<file path="src/rtl/bam_prod_accum.sv">
// Frame accumulator behind the BAM multiplier: registers P, sums FRAME_LEN products.
// Define BAM_ACC_SAT_EN to saturate the sum instead of wrapping.
module bam_prod_accum #(
    parameter int P_W       = 16,
    parameter int ACC_W     = 24,
    parameter int FRAME_LEN = 8
) (
    input  logic             clk,
    input  logic             rst_n,
    input  logic             clr,
    input  logic             in_valid,
    output logic             in_ready,
    input  logic [P_W-1:0]   P,
    output logic             out_valid,
    input  logic             out_ready,
    output logic [ACC_W-1:0] ACC,
    output logic             OVF
);

    typedef enum logic [1:0] {
        ACCUM = 2'd0,
        DRAIN = 2'd1,
        DONE  = 2'd2
    } state_t;

    localparam logic [7:0] LAST = 8'(FRAME_LEN - 1);

    state_t           state_q, state_d;
    logic [7:0]       cnt_q, cnt_d;
    logic [P_W-1:0]   p_q, p_d;
    logic             pv_q, pv_d;
    logic [ACC_W-1:0] acc_q, acc_d;
    logic             ovf_q, ovf_d;
    logic [ACC_W:0]   sum;
    logic             accept;

    assign in_ready = rst_n & ~clr & (state_q == ACCUM);
    assign accept   = in_valid & in_ready;
    assign sum      = {1'b0, acc_q}
                    + {{(ACC_W + 1 - P_W){1'b0}}, p_q};
    assign ACC      = acc_q;
    assign OVF      = ovf_q;

    always_comb begin
        state_d   = state_q;
        cnt_d     = cnt_q;
        p_d       = p_q;
        pv_d      = accept;
        acc_d     = acc_q;
        ovf_d     = ovf_q;
        out_valid = (state_q == DONE);

        if (accept) begin
            p_d = P;
        end

        // Stage 2: the carry out of the extended sum is the overflow flag
        if (pv_q) begin
`ifdef BAM_ACC_SAT_EN
            acc_d = sum[ACC_W] ? {ACC_W{1'b1}} : sum[ACC_W-1:0];
`else
            acc_d = sum[ACC_W-1:0];
`endif
            ovf_d = ovf_q | sum[ACC_W];
        end

        unique case (state_q)
            ACCUM: begin
                if (accept) begin
                    cnt_d = cnt_q + 8'd1;
                    if (cnt_q == LAST) begin
                        state_d = DRAIN;
                    end
                end
            end
            DRAIN: begin
                state_d = DONE;
            end
            DONE: begin
                if (out_ready) begin
                    state_d = ACCUM;
                    cnt_d   = '0;
                    acc_d   = '0;
                    ovf_d   = 1'b0;
                end
            end
            default: begin
                state_d = ACCUM;
            end
        endcase
    end

    always_ff @(posedge clk) begin
        if (!rst_n || clr) begin
            state_q <= ACCUM;
            cnt_q   <= '0;
            p_q     <= '0;
            pv_q    <= 1'b0;
            acc_q   <= '0;
            ovf_q   <= 1'b0;
        end else begin
            state_q <= state_d;
            cnt_q   <= cnt_d;
            p_q     <= p_d;
            pv_q    <= pv_d;
            acc_q   <= acc_d;
            ovf_q   <= ovf_d;
        end
    end

endmodule

</file>
<file path="config.mk">
export PLATFORM = sky130hd
export DESIGN_NAME = bam_prod_accum
export DESIGN_NICKNAME = d
export VERILOG_FILES = /design/src/rtl/bam_prod_accum.sv
export SDC_FILE = /design/constraint.sdc
export NUM_CORES = 1
export LEC_CHECK = 0
export ABC_AREA = 1
export BUFFER_PORTS_ARGS = -buffer_cell sky130_fd_sc_hd__buf_2
export CAP_MARGIN = 0
export CORE_MARGIN = 2
export CORE_UTILIZATION = 57
export CTS_CLUSTER_SIZE = 10
export DETAILED_ROUTE_END_ITERATION = 12
export PLACE_DENSITY = 0.89
export RECOVER_POWER = 25
export SLEW_MARGIN = 25
export SYNTH_ARGS = -nofsm -noshare
export SYNTH_HDL_FRONTEND = slang
export SYNTH_SLANG_ARGS = --single-unit
</file>
<file path="constraint.sdc">
create_clock -name clk -period 2.1 [get_ports clk]
set_input_delay 0.315 -clock clk [delete_from_list [all_inputs] [get_ports clk]]
set_output_delay 0.315 -clock clk [all_outputs]
set_load 0.05 [all_outputs]
</file>
---- Yosys cells after proc, flatten, opt, wreduce, memory -nomap -nowiden ----
Cells that the tools add are included.
storage, ports and cells
  bits in registers ....................... 52
  input port bits ......................... 21
  output and inout bits ................... 27
  word-level logic and storage cells ...... 38
cells by class
  $add $sub $neg .......................... 2
  equality and inequality tests ........... 6
  muxes and demuxes ....................... 13
  bitwise gates (word level) .............. 5
  reductions and logical operators ........ 6
operator list
  operator               count
  $mux W24               3
  $add A24 B16 Y25       1
  $mux W8                2
  $pmux W8 S2            1
  $add A8 B1 Y8 const B  1
  $eq A8 B3 Y1 const B   1
  $mux W2                3
  $pmux W2 S3            1
  $reduce_and A3 Y1      2
  $ne A2 B1 Y1 const B   2
  $and A1 B1 Y1          3
  $mux W1                3
  $eq A2 B1 Y1 const B   1
  $eq A2 B2 Y1 const B   1
  $logic_not A2 Y1       1
  $ne A2 B2 Y1 const B   1
  $reduce_bool A2 Y1     1
  $logic_not A1 Y1       1
  $logic_or A1 B1 Y1     1
  $not A1 Y1             1
  $or A1 B1 Y1           1

---- Depth between registers and ports, before layout ----
  word-level depth ........................ 6
  gate-level depth with buffers ........... 13
  mapped depth without buffers ............ 13

---- Least setup slack after synthesis ----
No wires, ideal clock.
  path type ............................... register to register
  start ................................... register acc_q[0], in the netlist ACC[0]
  end ..................................... register acc_q[14], in the netlist ACC[14]
  setup time .............................. 0.113 ns
  arrival time ............................ 1.842 ns
  required time ........................... 1.987 ns
  setup slack ............................. 0.145 ns
  stages on the path, launching flop included .. 13
  path buffers ............................ 0
  clock period less this slack ............ 1.955 ns
  path through ............................ dfxtp_1 ha_1 fa_1 nand2_1 nand2_1 nand3_1 nand2_1 nand2_1 nand2_1 nand2_1 nand2_1 o21ai_1 inv_1
on the way
  word-level cells in the longest chain between the ends .. 4
ends and longest elaborated chain
  item                    line  source
  from (decl)             32    logic [ACC_W-1:0] acc_q, acc_d;
  from (signal assigned)  99    acc_q <= '0;
  from (signal assigned)  106   acc_q <= acc_d;
  $add A24 B16 Y25 *      40    + {{(ACC_W + 1 - P_W){1'b0}}, p_q};
  $mux W24 *              58    if (pv_q) begin
  $mux W24                80    if (out_ready) begin
  $mux W24 *              67    unique case (state_q)
Every way passes the cells marked *; elsewhere a longest branch is shown, timed or not.
A chain may end at the register's enable or synchronous reset.

---- Worst setup path after layout ----
  start ................................... register acc_q[0], in the netlist ACC[0]
  end ..................................... register acc_q[8], in the netlist ACC[8]
The elaborated chain is that of the path after synthesis.

==> impl_metrics.py <==
metrics = {
    "worst_setup_path": {
        "rr_startpoint": "ACC[0]",
        "path_cells": "ha_1, fa_1, nand2_1, nand2_1, nand4_1, nand2_1, xor2_1, o21ai_0, inv_1",
        "critPathLaunchType": "flop",
        "endpoint_kind": "flop",
        "cp.required_ps": 2310,
        "path_delay_family": "adder cells",
        "crit_type": "reg2reg",
        "reg2reg_depth": 9,
        "slowest_stage": "fa_1",
        "crit_top_cell": "nand2_1",
        "worst_r2r_endpoint": "ACC[8]",
        "crit_buf_inv": 1,
        "worst-path-max-fanout": 3,
        "cp.arrival_ps": 2120,
        "slowest_delay_ps": 400,
        "r2r_setup_slack_ps": 190,
    },
    "grt": {
        "grt_pass1_vias": 3117,
        "grt_antenna_before_repair": 0,
        "grt_pass1_wl_um": 12900,
        "grt_overflow": 0,
        "grtUsageTotal_pct": 25.6,
        "grt_max_degree": 19,
    },
    "timing": {
        "hold_viol_final": 0,
        "slew_headroom_pct": 48.6,
        "fin_skew_ps": 10.5,
        "rsz0062_at_grt": "false",
        "fmax_ghz": 0.524,
        "slew_viol_final": 0,
        "fin_tns_setup_ps": 0,
        "finalSetupViolCount": 0,
        "worst-slew-pin-transition_ps": 771,
        "period_share_pct": 90.9,
        "finalCriticalPeriod_ps": 1910,
    },
    "clock_network": {
        "clockRootBuffer": "clkbuf_8",
        "cts_buffer_depth": 2,
        "cts.clk_slew.worst_paths_ps": 100,
        "clk_latency_ps": 310,
        "numCtsBuffers": 5,
        "cts_max_level": 2,
        "cts_sinks": 52,
        "ctsHoldBuffers": 0,
        "cts_tree": "done",
        "ctsResizeCount": 0,
        "cts_setup_buffers": 0,
    },
    "detailed_routing": {
        "finalWirelength_um": 7490,
        "dr.first_iter.drc_count": 255,
        "vias_per_cell": 5.14,
        "via_count": 3307,
        "ant_nets": 0,
        "route.detailed.drc": 0,
        "first_pass_iters": 4,
        "wl_per_cell_um": 11.6,
    },
    "yosys": {
        "yosys_most_used_dff": "dfxtp_1",
        "synth-seq-area-share_pct": 32.0,
        "postSynthAreaPerCell_sq_um": 6.25,
        "synth_edf_count": 0,
        "synth_top_area_share_pct": 32.0,
        "syn_area_sq_um": 3260,
        "synth_area_leader_cell": "dfxtp_1",
        "synth_cells": 521,
        "ys_types": 33,
        "synth-seq-cells": 52,
        "syn-num-nets": 560,
        "synth_area_leaders": "dfxtp_1 (32%), nand2_1 (18%), inv_1 (8.3%)",
        "synthArstFlopShare_pct": 0,
        "synth_warnings": 0,
    },
    "min_path": {
        "min_path_type": "in2reg",
        "min_delay_path_depth": 3,
        "min_to": "p_q[9]",
        "hp-start": "P[9]",
    },
    "floorplan": {
        "die_h_um": 79.6,
        "fp.dieW_um": 79.6,
        "core_sq_um": 5510,
        "ioPinCount": 48,
        "fp-row-count": 27,
        "initial_core_util_pct": 59.2,
        "dieArea_sq_um": 6340,
    },
    "power": {
        "ir_drop_mv": 0.338,
        "p_leak_nw": 1.93,
        "power_density_nw_per_um2": 524,
    },
    "flow_run": {
        "maxCapViolations": 0,
    },
    "place": {
        "portBuffers": 47,
        "gp_congestion": 0.936,
        "place_inst": 635,
        "hpwl_um": 6000,
    },
    "finish": {
        "antenna_cells": 0,
        "nNetsFinal": 609,
        "nFillCells": 492,
        "instances_no_fill": 643,
        "drive_gt1_share_pct": 11.7,
        "synthToLayoutAreaGrowth_pct": 12.3,
    },
    "outcome": {
        "status": "finished, final reports clean",
    },
}
-- placed cells by master, fill, tap and decap left out, types with 2 or more instances in the layout --
cell | synthesis | final
o21ai_0 | 11 | 11
inv_2 | 7 | 6
nand2_2 | 5 | 5
clkbuf_1 | 2 | 17
xor2_1 | 2 | 2
nand4_1 | 4 | 4
nand2_1 | 156 | 156
dfxtp_1 | 52 | 52
clkbuf_8 | 0 | 5
nand3b_1 | 2 | 2
o211ai_1 | 4 | 4
inv_1 | 72 | 73
buf_4 | 0 | 4
nor3_1 | 8 | 8
nor2_2 | 3 | 3
nand3_2 | 2 | 2
or2_2 | 3 | 3
buf_2 | 7 | 31
nor2_1 | 70 | 70
a21oi_1 | 27 | 27
nor2_8 | 2 | 2
nand3_1 | 50 | 50
ha_1 | 17 | 17
o21ai_1 | 4 | 4
-- routing by layer --
metal / routed length (um) / up-vias / global-route usage (%)
met3: 499 / 17 / 4.19
met2: 3650 / 112 / 44.8
li1: - / 1734 / -
met5: 0 / - / 0
met1: 3200 / 1444 / 31.0
met4: 146 / 0 / 10.5
-- final cells by class --
cell class                 count  area [sq um]  share of cell area (%)
tap                           72          90.1                    2.46
inverter                      80           300                    8.21
multi-input combinational    379          1860                    50.9
timing repair buffer          52           249                    6.81
clock buffer                   5          68.8                    1.88
sequential                    52          1040                    28.5
clock inverter                 3          46.3                    1.27
-- cell usage after synthesis (2+ instances only) --
library cell and count:
a21oi_1 27, buf_2 7, clkbuf_1 2, dfxtp_1 52, ha_1 17, inv_1 72, inv_2 7, nand2_1 156
nand2_2 5, nand3_1 50, nand3_2 2, nand3b_1 2, nand4_1 4, nor2_1 70, nor2_2 3, nor2_8 2
nor3_1 8, o211ai_1 4, o21ai_0 11, o21ai_1 4, or2_2 3, xor2_1 2
-- worst max path at each step --
stage                 from      end  slack, ps  cells past startpoint
floorplan           ACC[0]  ACC[14]        140                     12
global route        ACC[0]  ACC[14]         30                     12
finish              ACC[0]   ACC[8]        190                      9
detailed placement  ACC[0]   ACC[8]        240                      9
CTS                 ACC[0]   ACC[8]        210                      9
global placement    ACC[0]  ACC[14]        320                     12
-- power breakdown --
part           internal [mW]  leakage [nW]  switching, mW
combinational         0.0641          1.46          0.133
clock                  0.359        0.0548          0.337
sequential              1.01         0.421         0.0180
total                   1.43          1.93          0.488
-- kinds of logic after synthesis --
family | Yosys count | synth area share (%)
flops | 52 | 32.0
simple gates | 309 | 41.2
buf+inv | 90 | 10.9
xor+xnor | 2 | 0.538
compound gates | 50 | 8.30
fa+ha+maj | 18 | 7.14
-- registers in the layout, summed over array words and instances (netlist names) --
signal and flops:
ACC 24, OVF 1, cnt_q 8, p_q 16, pv_q 1, state_q 2
-- worst reg2reg max path: stages (launching register included) --
cell and delay [ps]:
dfxtp_1 340, ha_1 240, fa_1 400, nand2_1 100
nand2_1 80, nand4_1 80, nand2_1 130, xor2_1 170
o21ai_0 210, inv_1 60
-- through the flow --
stage          util [%]  hold slack [ps]  power, mW  setup WS (ps)  instance area [sq um]
5_1_grt            66.4              189       2.00           26.4                   3660
3_3_place_gp       64.8              440       1.24            322                   3570
4_1_cts            66.9              183       1.93            207                   3680
3_5_place_dp       64.8              445       1.24            237                   3570
6_report           66.4              192       1.92            190                   3660
2_1_floorplan         -              425       1.18            145                   3260
(Power assumes the default switching activity.)
